$ cat src/rtl/uart_pkg.sv
// Shared types and constants for the UART receive front end.
package uart_pkg;

  typedef enum logic [2:0] {
    IDLE   = 3'd0,
    START  = 3'd1,
    DATA   = 3'd2,
    PARITY = 3'd3,
    STOP   = 3'd4,
    BREAK  = 3'd5
  } state_e;

  localparam logic [3:0] OS_MID  = 4'd7;
  localparam logic [3:0] OS_LAST = 4'd15;

  localparam logic [7:0] PRINT_MIN  = 8'h20;
  localparam logic [7:0] PRINT_MAX  = 8'h7E;
  localparam logic [7:0] RESET_CHAR = 8'h20;

  function automatic logic is_printable(input logic [7:0] b);
    return (b >= PRINT_MIN) && (b <= PRINT_MAX);
  endfunction

endpackage

$ cat src/rtl/uart_rx_frontend_os_tick.sv
// Oversample tick generator: one-cycle tick every OVS_DIV clocks, restartable via clr.
module uart_os_tick #(
  parameter int OVS_DIV = 651
) (
  input  logic clk,
  input  logic rst_n,
  input  logic clr,
  output logic tick
);

  localparam int            CW       = (OVS_DIV > 1) ? $clog2(OVS_DIV) : 1;
  localparam logic [CW-1:0] CNT_LAST = CW'(OVS_DIV - 1);

  logic [CW-1:0] r_cnt;
  logic          w_wrap;

  assign w_wrap = (r_cnt == CNT_LAST);
  assign tick   = w_wrap && !clr;

  always_ff @(posedge clk or negedge rst_n) begin
    if (!rst_n) begin
      r_cnt <= '0;
    end else if (clr || w_wrap) begin
      r_cnt <= '0;
    end else begin
      r_cnt <= r_cnt + CW'(1);
    end
  end

endmodule

$ cat src/rtl/uart_rx_frontend.sv
// 16x-oversampled 8N1 UART receiver with held last-printable register.
// Define UART_RX_PARITY_EN to receive 8E1 frames with an even-parity check.
module uart_rx_frontend
  import uart_pkg::*;
#(
  parameter int CLK_HZ  = 100_000_000,
  parameter int BAUD    = 9600,
  parameter int OVS_DIV = CLK_HZ / (BAUD * 16)
) (
  input  logic       clk,
  input  logic       rst_n,
  input  logic       RsRx,
  output logic [7:0] data,
  output logic       valid,
  output logic       frame_err,
  output logic [7:0] last_valid,
  output logic       busy
);

  logic       r_rx_meta, r_rx_s;
  state_e     r_state, w_state;
  logic [3:0] r_os_cnt, w_os_cnt;
  logic [2:0] r_bit_idx, w_bit_idx;
  logic [7:0] r_shift, w_shift;
  logic [7:0] r_data, w_data;
  logic [7:0] r_last, w_last;
  logic       r_valid, w_valid;
  logic       r_ferr, w_ferr;
  logic       w_tick, w_clr, w_par_ok;

  // Synchronizer idles high so reset never looks like a start edge.
  always_ff @(posedge clk or negedge rst_n) begin
    if (!rst_n) begin
      r_rx_meta <= 1'b1;
      r_rx_s    <= 1'b1;
    end else begin
      // NOTE: non-blocking so r_rx_s takes the old r_rx_meta, giving two real flops.
      r_rx_meta <= RsRx;
      r_rx_s    <= r_rx_meta;
    end
  end

  // Holding the divider clear in IDLE phase-aligns ticks to the start edge.
  assign w_clr = (r_state == IDLE);

  uart_os_tick #(.OVS_DIV(OVS_DIV)) u_os_tick (
    .clk   (clk),
    .rst_n (rst_n),
    .clr   (w_clr),
    .tick  (w_tick)
  );

`ifdef UART_RX_PARITY_EN
  logic r_par_bit, w_par_bit;

  always_ff @(posedge clk or negedge rst_n) begin
    if (!rst_n) r_par_bit <= 1'b0;
    else        r_par_bit <= w_par_bit;
  end

  assign w_par_ok = ~(^{r_shift, r_par_bit});
`else
  assign w_par_ok = 1'b1;
`endif

  always_comb begin
    // NOTE: every output of this block gets a default first, so no path can infer a latch.
    w_state   = r_state;
    w_os_cnt  = r_os_cnt;
    w_bit_idx = r_bit_idx;
    w_shift   = r_shift;
    w_data    = r_data;
    w_last    = r_last;
    w_valid   = 1'b0;
    w_ferr    = 1'b0;
`ifdef UART_RX_PARITY_EN
    w_par_bit = r_par_bit;
`endif
    unique case (r_state)
      IDLE: begin
        w_os_cnt  = 4'd0;
        w_bit_idx = 3'd0;
        if (!r_rx_s) w_state = START;
      end
      START: if (w_tick) begin
        if (r_os_cnt == OS_MID) begin
          w_os_cnt = 4'd0;
          w_state  = r_rx_s ? IDLE : DATA;
        end else begin
          w_os_cnt = r_os_cnt + 4'd1;
        end
      end
      DATA: if (w_tick) begin
        w_os_cnt = r_os_cnt + 4'd1;
        if (r_os_cnt == OS_LAST) begin
          w_shift   = {r_rx_s, r_shift[7:1]};
          w_bit_idx = r_bit_idx + 3'd1;
`ifdef UART_RX_PARITY_EN
          if (r_bit_idx == 3'd7) w_state = PARITY;
`else
          if (r_bit_idx == 3'd7) w_state = STOP;
`endif
        end
      end
`ifdef UART_RX_PARITY_EN
      PARITY: if (w_tick) begin
        w_os_cnt = r_os_cnt + 4'd1;
        if (r_os_cnt == OS_LAST) begin
          w_par_bit = r_rx_s;
          w_state   = STOP;
        end
      end
`endif
      STOP: if (w_tick) begin
        w_os_cnt = r_os_cnt + 4'd1;
        if (r_os_cnt == OS_LAST) begin
          if (!r_rx_s) begin
            w_ferr  = 1'b1;
            w_state = BREAK;
          end else begin
            w_state = IDLE;
            if (w_par_ok) begin
              w_data  = r_shift;
              w_valid = 1'b1;
              if (is_printable(r_shift)) w_last = r_shift;
            end else begin
              w_ferr = 1'b1;
            end
          end
        end
      end
      BREAK: if (r_rx_s) w_state = IDLE;
      default: w_state = IDLE;
    endcase
  end

  always_ff @(posedge clk or negedge rst_n) begin
    if (!rst_n) begin
      r_state   <= IDLE;
      r_os_cnt  <= 4'd0;
      r_bit_idx <= 3'd0;
      r_shift   <= 8'h00;
      r_data    <= 8'h00;
      r_last    <= RESET_CHAR;
      r_valid   <= 1'b0;
      r_ferr    <= 1'b0;
    end else begin
      r_state   <= w_state;
      r_os_cnt  <= w_os_cnt;
      r_bit_idx <= w_bit_idx;
      r_shift   <= w_shift;
      r_data    <= w_data;
      r_last    <= w_last;
      r_valid   <= w_valid;
      r_ferr    <= w_ferr;
    end
  end

  assign data       = r_data;
  assign last_valid = r_last;
  assign valid      = r_valid;
  assign frame_err  = r_ferr;
  assign busy       = (r_state != IDLE);

endmodule

$ cat config.mk
export PLATFORM = sky130hd
export DESIGN_NAME = uart_rx_frontend
export DESIGN_NICKNAME = d
export VERILOG_FILES = /design/src/rtl/uart_pkg.sv /design/src/rtl/uart_rx_frontend_os_tick.sv /design/src/rtl/uart_rx_frontend.sv
export SDC_FILE = /design/constraint.sdc
export NUM_CORES = 1
export LEC_CHECK = 0
export BUFFER_PORTS_ARGS = -buffer_cell sky130_fd_sc_hd__buf_2
export CAP_MARGIN = 20
export CORE_UTILIZATION = 60
export CTS_BUF_LIST = sky130_fd_sc_hd__clkbuf_8
export CTS_CLUSTER_SIZE = 24
export DETAILED_ROUTE_END_ITERATION = 10
export PLACE_DENSITY = 0.77
export SYNTH_ARGS = -nofsm -noshare
export SYNTH_HDL_FRONTEND = slang
export SYNTH_HIERARCHICAL = 1
export SYNTH_SLANG_ARGS = --single-unit
$ cat constraint.sdc
create_clock -name clk -period 3.4 [get_ports clk]
set_clock_uncertainty 0.2 [all_clocks]
set_input_delay 1.02 -clock clk [delete_from_list [all_inputs] [get_ports clk]]
set_output_delay 1.02 -clock clk [all_outputs]
set_load 0.1 [all_outputs]
# Word level (Yosys, flattened, before mapping)
# Index checks and enable logic that the tools add are counted.
[totals]
regBits = 48
output_inout_bits = 19
word_cells = 77
[classes]
n_addsub = 3
n_lt_le_gt_ge = 2
eq_ne = 18
muxes = 28
n_reduce_logical = 15
[ops]
columns = ["cell", "count"]
rows = [
  ["$mux W3", 12],
  ["$pmux W3 S5", 1],
  ["$mux W4", 3],
  ["$ne A2 B2 Y1 const B", 6],
  ["$pmux W4 S3", 1],
  ["$add A10 B1 Y10 const B", 1],
  ["$eq A10 B10 Y1 const B", 1],
  ["$mux W10", 1],
  ["$eq A3 B3 Y1 const B", 3],
  ["$reduce_and A3 Y1", 3],
  ["$reduce_and A9 Y1", 1],
  ["$ge A8 B6 Y1 const B", 1],
  ["$le A8 B7 Y1 const B", 1],
  ["$mux W1", 8],
  ["$ne A2 B1 Y1 const B", 4],
  ["$pmux W3 S2", 1],
  ["$reduce_bool A3 Y1", 2],
  ["$reduce_and A5 Y1", 1],
  ["$add A4 B1 Y4 const B", 1],
  ["$eq A4 B3 Y1 const B", 1],
  ["$eq A4 B4 Y1 const B", 1],
  ["$reduce_and A4 Y1", 1],
  ["$add A3 B1 Y3 const B", 1],
  ["$eq A3 B1 Y1 const B", 1],
  ["8 further kinds", 9],
]

# Depth between registers and ports, before layout
# Gate-level depths: netlist (run 1).
[logic_depth]
ltp_word = 5
mapped_depth = 10
mapped_depth_nobuf = 9

# By module
# The synthesis (run 1) kept the hierarchy.
[by_module_without_submodules]
columns = ["module", "n_inst", "cells_per_inst", "area_each_um2", "seq_area_each_um2"]
rows = [
  ["uart_rx_frontend", 1, 134, 1682.9, 954.7],
  ["uart_os_tick", 1, 50, 508.0, 250.2],
]

# Worst setup path before layout (run 1)
# OpenSTA, ideal clock, no wires.
[synth_timing]
kind = "reg-to-reg"
from = "register u_os_tick.r_cnt[0]"
to = "register r_last[2], in the netlist last_valid[2]"
setup_time_ns = 0.125
t_arrival_ns = 2.554
required_time_ns = 3.075
setup_slack_ns = 0.520
stages_incl_launch_ff = 11
path_buffers = 1
cell_sequence = "dfrtp_1 -> inv_1 -> ha_1 -> nor4b_1 -> nand4_1 -> nor2_1 -> nand4_2 -> or3_1 -> buf_6 -> a211oi_4 -> mux2_2"
[synth_via]
elab_chain_len = 3
[synth_lines]
columns = ["element", "line_no", "rtl"]
rows = [
  ["from (decl)", "uart_rx_frontend_os_tick.sv:14", "logic [CW-1:0] r_cnt;"],
  ["from (signal assigned)", "uart_rx_frontend_os_tick.sv:26", "r_cnt <= r_cnt + CW'(1);"],
  ["$eq A10 B10 Y1", "uart_rx_frontend_os_tick.sv:17", "assign w_wrap = (r_cnt == CNT_LAST);"],
  ["$logic_and A1 B1 Y1", "uart_rx_frontend_os_tick.sv:18", "assign tick = w_wrap && !clr;"],
  ["via w_tick", "uart_rx_frontend.sv:29", "logic w_tick, w_clr, w_par_ok;"],
  ["$reduce_and A5 Y1 (no source line)", "-", ""],
  ["to (signal assigned)", "uart_rx_frontend.sv:153", "r_last <= w_last;"],
  ["to (decl)", "uart_rx_frontend.sv:26", "logic [7:0] r_last, w_last;"],
]
# The timed path passes the listed nets, and every way through them passes these cells.
# A chain may end at the register's enable or synchronous reset.

# Worst setup path in the final report (run 1)
[layout_timing]
from = "register r_state[1]"
to = "output busy"
[layout_via]
elab_chain_len = 1
[layout_lines]
columns = ["element", "line_no", "rtl"]
rows = [
  ["from (decl)", "uart_rx_frontend.sv:21", "state_e r_state, w_state;"],
  ["from (signal assigned)", "uart_rx_frontend.sv:148", "r_state <= w_state;"],
  ["$reduce_bool A3 Y1", "uart_rx_frontend.sv:163", "assign busy = (r_state != IDLE);"],
  ["to (decl)", "uart_rx_frontend.sv:17", "output logic busy"],
]
# Every way passes these cells.

==> results of run 1 <==
==> worst paths after layout <==
path | end | slack (ns)
min in group asynchronous | data[4] | 0.37
max in group asynchronous | r_rx_s | 2.09
min | r_rx_s | 0.17
min reg2reg | r_rx_s | 0.17
max | busy | 0.32
max reg2reg | r_shift[0] | 0.34
==> cell families (layout without fill, tap and decap cells) <==
family,count (synthesis),in the layout
fa+ha+maj,5,5
xor+xnor,6,6
compound gates,35,35
mux,19,19
flops,48,48
buf+inv,10,36
simple gates,61,61
==> synth_stat cells, types with 2 or more instances <==
cell type,count
a31oi_1,2
xor2_1,4
o22a_2,2
and4_1,2
o21ai_0,9
dfstp_2,3
xnor2_1,2
dfrtp_1,45
o22a_1,3
nand2b_1,2
or3_1,4
clkbuf_1,3
nor2_1,15
a22o_1,4
a21oi_1,6
nor3b_1,2
ha_1,5
nand2_1,12
nand4_2,2
buf_6,2
nand4_1,2
nor3_1,2
inv_1,4
nand3_1,5
mux2_2,18
==> per-layer routing <==
metal / GRT usage, % / wire length [um] / up-vias / part of all wire (%)
met5: 0 / 0 / - / 0
met4: 9.59 / 63 / 0 / 1.5
met3: 6.20 / 193 / 6 / 4.7
met2: 36.7 / 2010 / 31 / 49
met1: 32.3 / 1830 / 789 / 45
li1: - / - / 718 / -
==> sequential cells by signal, indices dropped and copies added (netlist names) <==
register,flops
frame_err,1
data,8
last_valid,8
r_shift,8
r_os_cnt,4
r_bit_idx,3
valid,1
u_os_tick/r_cnt,10
r_state,3
r_rx_meta,1
r_rx_s,1
==> report_power, final <==
group	switching [mW]	internal [mW]	leakage, nW
logic	0.0112	0.00356	0.516
clock network	0.192	0.240	0.0614
registers	0.00124	0.573	0.645
total	0.205	0.817	1.22
==> per-stage QoR <==
stage	cells	hold WS, ns	setup WS [ns]
floorplan	184	0.145	0.520
global placement	247	0.148	0.582
detailed placement	247	0.153	0.395
CTS	255	0.171	0.345
global route	256	0.179	0.102
finish	256	0.168	0.324
==> cell type report <==
class,instances,area (sq um)
fillers,252,945
repair buffers,24,140
clock inverters,2,38.8
multi-input cells,126,932
clock buffers,6,82.6
inverters,4,15.0
flip-flops and latches,48,1200
well taps,46,57.6
==> placed cells by master, fill, tap and decap left out, types with 3 or more instances in the layout <==
master | Yosys | layout
o21ai_0 | 9 | 9
or3_1 | 4 | 4
clkbuf_8 | 0 | 6
a21oi_1 | 6 | 6
dfstp_2 | 3 | 3
nand3_1 | 5 | 5
dfrtp_1 | 45 | 45
o22a_1 | 3 | 3
inv_1 | 4 | 4
nand2_1 | 12 | 12
a22o_1 | 4 | 4
mux2_2 | 18 | 18
nor2_1 | 15 | 15
ha_1 | 5 | 5
buf_2 | 1 | 21
xor2_1 | 4 | 4
==> flow_summary.json, run 1 <==
{
  "r2r_start": "u_os_tick/r_cnt[0]",
  "end_kind": "output pin",
  "clockBufferDepth": 2,
  "hp-start": "r_rx_meta",
  "synth_area_leaders": "dfrtp_1 (51%), mux2_2 (9.3%), dfstp_2 (3.6%)",
  "hp-class": "register to register",
  "grt_usage_pct": 23.8,
  "synth_top_family_by_area": "simple AND/OR/NAND/NOR gates",
  "die_h_um": 62.4,
  "drc": 0,
  "critPathArrivalTime_ns": 1.86,
  "status": "completed",
  "yosys_warnings": 6,
  "power.leakage_nw": 1.22,
  "final_util_pct": 72.3,
  "synthMuxAreaShare_pct": 9.71,
  "pin_count": 22,
  "synth_top_area_share_pct": 51.4,
  "postCtsHoldBufs": 0,
  "synthCells": 184,
  "syn_to_final_growth_pct": 12.8,
  "drive_above_1_share_pct": 31.4,
  "vdd_drop_max_v": 0.000286,
  "cp_cell_sequence": "or2_4 -> nor2_1 -> inv_1 -> buf_2",
  "syn-num-nets": 192,
  "path_class": "register to output pin",
  "clock_latency_ns": 0.31,
  "startpoint": "r_state[1]",
  "slew_violations": 0,
  "cap_violations": 0,
  "antenna_cells": 0,
  "stdcell_area_sq_um": 2470,
  "clock-sinks": 48,
  "fp.dieArea_sq_um": 3900,
  "grt_pass1_wl_um": 7100,
  "fmax_ghz": 0.325,
  "grt-ovfl-total": 0,
  "antenna_found_initial": 0,
  "core_sq_um": 3420,
  "place.gp.congestion": 0.839,
  "drt_first_pass_iters": 4,
  "ant_nets": 0,
  "wirelength_um": 4090,
  "cp_num_cells": 4,
  "grt_pass1_vias": 1511,
  "layout.nets": 217,
  "syn_area_per_cell_sq_um": 11.9,
  "ys_seq_elements": 48,
  "ctsHtreeMaxLevel": 2,
  "async_reset_ff_share_pct": 100,
  "synth-simple-area-share_pct": 15.9,
  "drt_first_iter_violations": 134,
  "crit_buf_inv": 2,
  "cp_max_fo": 14,
  "tritoncts": "done",
  "grt_setup_unrepaired": "no",
  "synth_xor_area_share_pct": 2.40,
  "vias": 1544,
  "max_slew_margin_pct": 66.6,
  "numCtsBuffers": 5,
  "crit_family": "simple AND/OR/NAND/NOR gates",
  "synth_edf_count": 0,
  "finalCritPeriodShare_pct": 90.5,
  "start_kind": "register",
  "final_hold_viol_count": 0,
  "ys_seq_area_share_pct": 55.0,
  "tightest_slew_ns": 0.504,
  "cts-root-buf": "clkbuf_8",
  "fp.dieW_um": 62.4,
  "synth_flop_cell": "dfrtp_1",
  "placed_area_sq_um": 2330,
  "crit_required_ns": 2.18,
  "reg2regPathDepth": 10,
  "period_minus_slack_ns": 3.08,
  "cts_resized": 0,
  "crit_path_max_incr_delay_ns": 0.55,
  "grt_max_degree": 49,
  "dpl.hpwl_um": 2760,
  "synth_compound_area_share_pct": 11.7,
  "synth_fa_ha_area_share_pct": 2.86,
  "power_mw": 1.02,
  "setup_violations": 0,
  "fin_tns_setup_ns": 0,
  "via_per_inst": 6.03,
  "initial_core_util_pct": 64.1,
  "min_path_cells": 0,
  "syn_area_sq_um": 2190,
  "yosys.area.top_type": "dfrtp_1",
  "synth_cell_type_count": 49,
  "cts_setup_buffers": 0,
  "avgRoutedWirePerCell_um": 16.0,
  "crit_slowest_cell": "dfrtp_1",
  "io_buffers": 21,
  "pwr_density_cell_nw_per_um2": 413,
  "num_rows": 21,
  "path_clk_slew_ns": 0.09
}
(Power assumes the default switching activity.)
==> run 2, diff against run 1 <==
- PLACE_DENSITY: 0.77 -> 0.79
==> flow_summary.json, run 2 (synthesis gave the netlist of run 1 again) <==
{
  "layout.nets": 217,
  "clock-sinks": 48,
  "drive_above_1_share_pct": 31.0,
  "syn_to_final_growth_pct": 11.5,
  "grt_pass1_wl_um": 7280,
  "crit_buf_inv": 2,
  "grt-ovfl-total": 0,
  "grt_use_met3_pct": 5.84,
  "path_clk_slew_ns": 0.08,
  "antenna_cells": 0,
  "vdd_drop_max_v": 0.000264,
  "top_usage_layer": "met2",
  "crit_path_max_incr_delay_ns": 0.55,
  "rr_endpoint": "r_shift[1]",
  "worst_hold_slack_ns": 0.159,
  "place_inst": 247,
  "final_util_pct": 71.5,
  "die_h_um": 62.4,
  "clock_latency_ns": 0.30,
  "crit_family": "simple AND/OR/NAND/NOR gates",
  "final_cells": 256,
  "largest_reg_flops": 10,
  "vias": 1505,
  "crit_path_end": "busy",
  "drc": 0,
  "power_mw": 0.935,
  "pwr_density_cell_nw_per_um2": 383,
  "grt_max_degree": 49,
  "fmax_ghz": 0.322,
  "cap_violations": 0,
  "avgRoutedWirePerCell_um": 16.0,
  "cts_setup_buffers": 0,
  "regMostFlops": "u_os_tick/r_cnt",
  "crit_slowest_cell": "dfrtp_1",
  "tightest_slew_ns": 0.481,
  "core_sq_um": 3420,
  "r2r_slack_ns": 0.34,
  "clockBufferDepth": 2,
  "wirelength_um": 4090,
  "fp.dieArea_sq_um": 3900,
  "cts-root-buf": "clkbuf_8",
  "via_per_inst": 5.88,
  "slew_violations": 0,
  "status": "completed",
  "grt_setup_unrepaired": "no",
  "finalCritPeriodShare_pct": 91.4,
  "numCtsBuffers": 5,
  "final_hold_viol_count": 0,
  "pin_count": 22,
  "layout_common_cells": "dfrtp_1 (45), buf_2 (21), mux2_2 (18), nor2_1 (15), nand2_1 (12)",
  "hp-class": "register to register",
  "ant_nets": 0,
  "met2_usage_pct": 38.5,
  "use_met1_pct": 32.3,
  "fin_tns_setup_ns": 0,
  "start_kind": "register",
  "postCtsHoldBufs": 0,
  "setup_violations": 0,
  "max_slew_margin_pct": 67.1,
  "place.gp.congestion": 0.851,
  "reg2regPathDepth": 10,
  "antenna_found_initial": 0,
  "num_rows": 21,
  "drt_first_pass_iters": 4,
  "ctsHtreeMaxLevel": 2,
  "drt_first_iter_violations": 86,
  "power.leakage_nw": 1.21,
  "cp_cell_sequence": "or2_4 -> nor2_1 -> inv_1 -> buf_2",
  "initial_core_util_pct": 64.1,
  "startpoint": "r_state[1]",
  "r2r_start": "u_os_tick/r_cnt[0]",
  "period_minus_slack_ns": 3.11,
  "cp_max_fo": 14,
  "fp.dieW_um": 62.4,
  "cp_num_cells": 4,
  "tritoncts": "done",
  "multi_input_area_sq_um": 932,
  "seq_area_sq_um": 1200,
  "path_class": "register to output pin",
  "crit_required_ns": 2.18,
  "grt_usage_pct": 24.1,
  "dpl.hpwl_um": 2810,
  "io_buffers": 21,
  "fillCellCount": 241,
  "critPathArrivalTime_ns": 1.89,
  "grt_pass1_vias": 1526,
  "end_kind": "output pin",
  "final_common_cell": "dfrtp_1",
  "cts_resized": 0
}
run 2: area by class of cell:
class,instances,share of cell area (%)
flip-flops and latches,48,49.3
multi-input cells,126,38.1
repair buffers,24,5.73
clock buffers,6,3.38
well taps,46,2.36
inverters,4,0.614
clock inverters,2,0.461
run 2: worst min path at each step:
stage / end / cells after the start / startpoint
6_report: r_rx_s / 0 / r_rx_meta
5_1_grt: r_rx_s / 0 / r_rx_meta
3_5_place_dp: r_rx_s / 0 / r_rx_meta
2_1_floorplan: r_rx_s / 0 / r_rx_meta
4_1_cts: r_rx_s / 0 / r_rx_meta
3_3_place_gp: r_rx_s / 0 / r_rx_meta
run 2: per-layer routing:
metal | vias up | wire [um]
met2 | 29 | 2010
met4 | 0 | 68
met1 | 751 | 1850
met5 | - | 0
li1 | 718 | -
met3 | 7 | 154
run 2: report_power, final:
part           internal, mW  leakage, nW  switching (mW)
registers             0.573        0.645         0.00138
logic               0.00362        0.516          0.0111
clock network         0.162       0.0486           0.184
total                 0.739         1.21           0.197
run 2: worst register-to-register path, delay by kind of cell (launching register included):
family                   cells  cell delay (ns)
adder cells (fa/ha/maj)      1             0.15
buffers and inverters        2             0.27
flip-flops                   1             0.43
multiplexers                 1             0.38
AND/OR/NAND/NOR              6             1.51
run 2: through the flow:
stage          instance area (sq um)  worst slack (ns)
6_report                        2440             0.293
4_1_cts                         2420             0.317
2_1_floorplan                   2190             0.520
5_1_grt                         2440            0.0978
3_3_place_gp                    2330             0.589
3_5_place_dp                    2330             0.393
==> run 3, diff against run 2 <==
- CELL_PAD_IN_SITES_DETAIL_PLACEMENT: not set -> 1
- CELL_PAD_IN_SITES_GLOBAL_PLACEMENT: not set -> 1
- CORE_UTILIZATION: 60 -> 49
==> flow_summary.json, run 3 (synthesis gave the netlist of run 1 again) <==
{
  "end_kind": "register",
  "drive_above_1_share_pct": 32.1,
  "grt-ovfl-total": 0,
  "stdcell_area_sq_um": 2450,
  "ant_nets": 0,
  "status": "completed",
  "vdd_drop_max_v": 0.000326,
  "postCtsHoldBufs": 0,
  "tritoncts": "done",
  "crit_family": "simple AND/OR/NAND/NOR gates",
  "clock_latency_ns": 0.29,
  "grt_max_degree": 30,
  "final_common_cell": "dfrtp_1",
  "cts-root-buf": "clkbuf_8",
  "fin_tns_setup_ns": 0,
  "drt_first_iter_violations": 81,
  "clock-sinks": 48,
  "grt_pass1_wl_um": 8070,
  "vias": 1548,
  "antenna_found_initial": 0,
  "grt_usage_pct": 23.9,
  "ctsHtreeMaxLevel": 2,
  "largest_reg_flops": 10,
  "initial_core_util_pct": 52.9,
  "fmax_ghz": 0.323,
  "period_minus_slack_ns": 3.09,
  "syn_to_final_growth_pct": 11.8,
  "place.gp.congestion": 0.864,
  "cts_resized": 0,
  "cts_setup_buffers": 0,
  "crit_slowest_cell": "dfrtp_1",
  "final_cells": 262,
  "layout_common_cells": "dfrtp_1 (45), buf_2 (21), mux2_2 (18), nor2_1 (15), nand2_1 (12)",
  "cp_max_fo": 7,
  "placed_area_sq_um": 2360,
  "dpl.hpwl_um": 3420,
  "core_sq_um": 4140,
  "via_per_inst": 5.91,
  "drt_first_pass_iters": 4,
  "grt_pass1_vias": 1661,
  "grt_setup_unrepaired": "no",
  "cp_cell_sequence": "inv_1 -> ha_1 -> nor4b_1 -> nand4_1 -> nor2_1 -> nand4_2 -> or3_1 -> a211oi_4 -> mux2_2",
  "tightest_slew_ns": 0.634,
  "clockBufferDepth": 2,
  "crit_buf_inv": 1,
  "path_clk_slew_ns": 0.08,
  "crit_required_ns": 3.38,
  "start_kind": "register",
  "slew_violations": 0,
  "place_inst": 254,
  "pin_count": 22,
  "antenna_cells": 0,
  "hp-class": "register to register",
  "wirelength_um": 4830,
  "final_util_pct": 59.1,
  "fp.dieArea_sq_um": 4740,
  "path_class": "register to register",
  "drc": 0,
  "num_rows": 23,
  "fp.dieW_um": 68.9,
  "worst_hold_slack_ns": 0.159,
  "cap_violations": 0,
  "final_hold_viol_count": 0,
  "power.leakage_nw": 1.22,
  "numCtsBuffers": 5,
  "regMostFlops": "u_os_tick/r_cnt",
  "critPathArrivalTime_ns": 3.08,
  "die_h_um": 68.9,
  "layout.nets": 219,
  "fillCellCount": 435,
  "crit_path_max_incr_delay_ns": 0.45,
  "io_buffers": 21,
  "max_slew_margin_pct": 57.7,
  "pwr_density_cell_nw_per_um2": 380,
  "setup_violations": 0,
  "finalCritPeriodShare_pct": 91.0,
  "avgRoutedWirePerCell_um": 18.4
}
run 3: layout make-up:
| type | instances | area, sq um | share of cell area [%] |
|---|---|---|---|
| Timing Repair Buffer | 26 | 143 | 5.82 |
| Tap cell | 50 | 62.6 | 2.55 |
| Clock inverter | 2 | 10.0 | 0.409 |
| Sequential cell | 48 | 1200 | 49.2 |
| Multi-Input combinational cell | 126 | 932 | 38.0 |
| Inverter | 4 | 15.0 | 0.613 |
| Clock buffer | 6 | 82.6 | 3.37 |
run 3: per-stage QoR:
step	power, mW	setup WS, ns
2_1_floorplan	0.585	0.520
3_3_place_gp	0.599	0.544
3_5_place_dp	0.600	0.363
4_1_cts	0.942	0.336
5_1_grt	0.969	0.108
6_report	0.932	0.305
run 3: layer usage:
layer | wire length (um) | track usage [%] | share of wire, % | vias to the layer above
met5 | 0 | 0 | 0 | -
met4 | 72 | 7.65 | 1.5 | 0
met3 | 161 | 5.76 | 3.3 | 9
met2 | 2420 | 40.9 | 50 | 27
met1 | 2180 | 29.5 | 45 | 791
li1 | - | - | - | 721
run 3: where the power goes:
part / total [mW] / internal, mW / leakage, nW / switching, mW
clock network: 0.344 / 0.162 / 0.0510 / 0.181
registers: 0.574 / 0.573 / 0.645 / 0.00113
logic: 0.0143 / 0.00272 / 0.521 / 0.0116
total: 0.932 / 0.738 / 1.22 / 0.194
run 3: worst reg2reg max path: cells and delay by family (launching register included):
kind	cells	cell delay [ns]
compound gates	1	0.31
mux	1	0.38
flops	1	0.45
simple gates	5	1.42
fa+ha+maj	1	0.14
buf+inv	1	0.09
run 3: path summary, 6_finish.rpt:
check,from,slack [ns],endpoint,cells after the start
min in group asynchronous,rst_n,0.53,data[4],1
max in group asynchronous,rst_n,1.79,r_rx_s,2
worst min register to register,r_rx_meta,0.16,r_rx_s,0
worst max register to register,u_os_tick/r_cnt[0],0.31,last_valid[3],9
worst max-delay path,u_os_tick/r_cnt[0],0.31,last_valid[3],9
worst min-delay path,r_rx_meta,0.16,r_rx_s,0
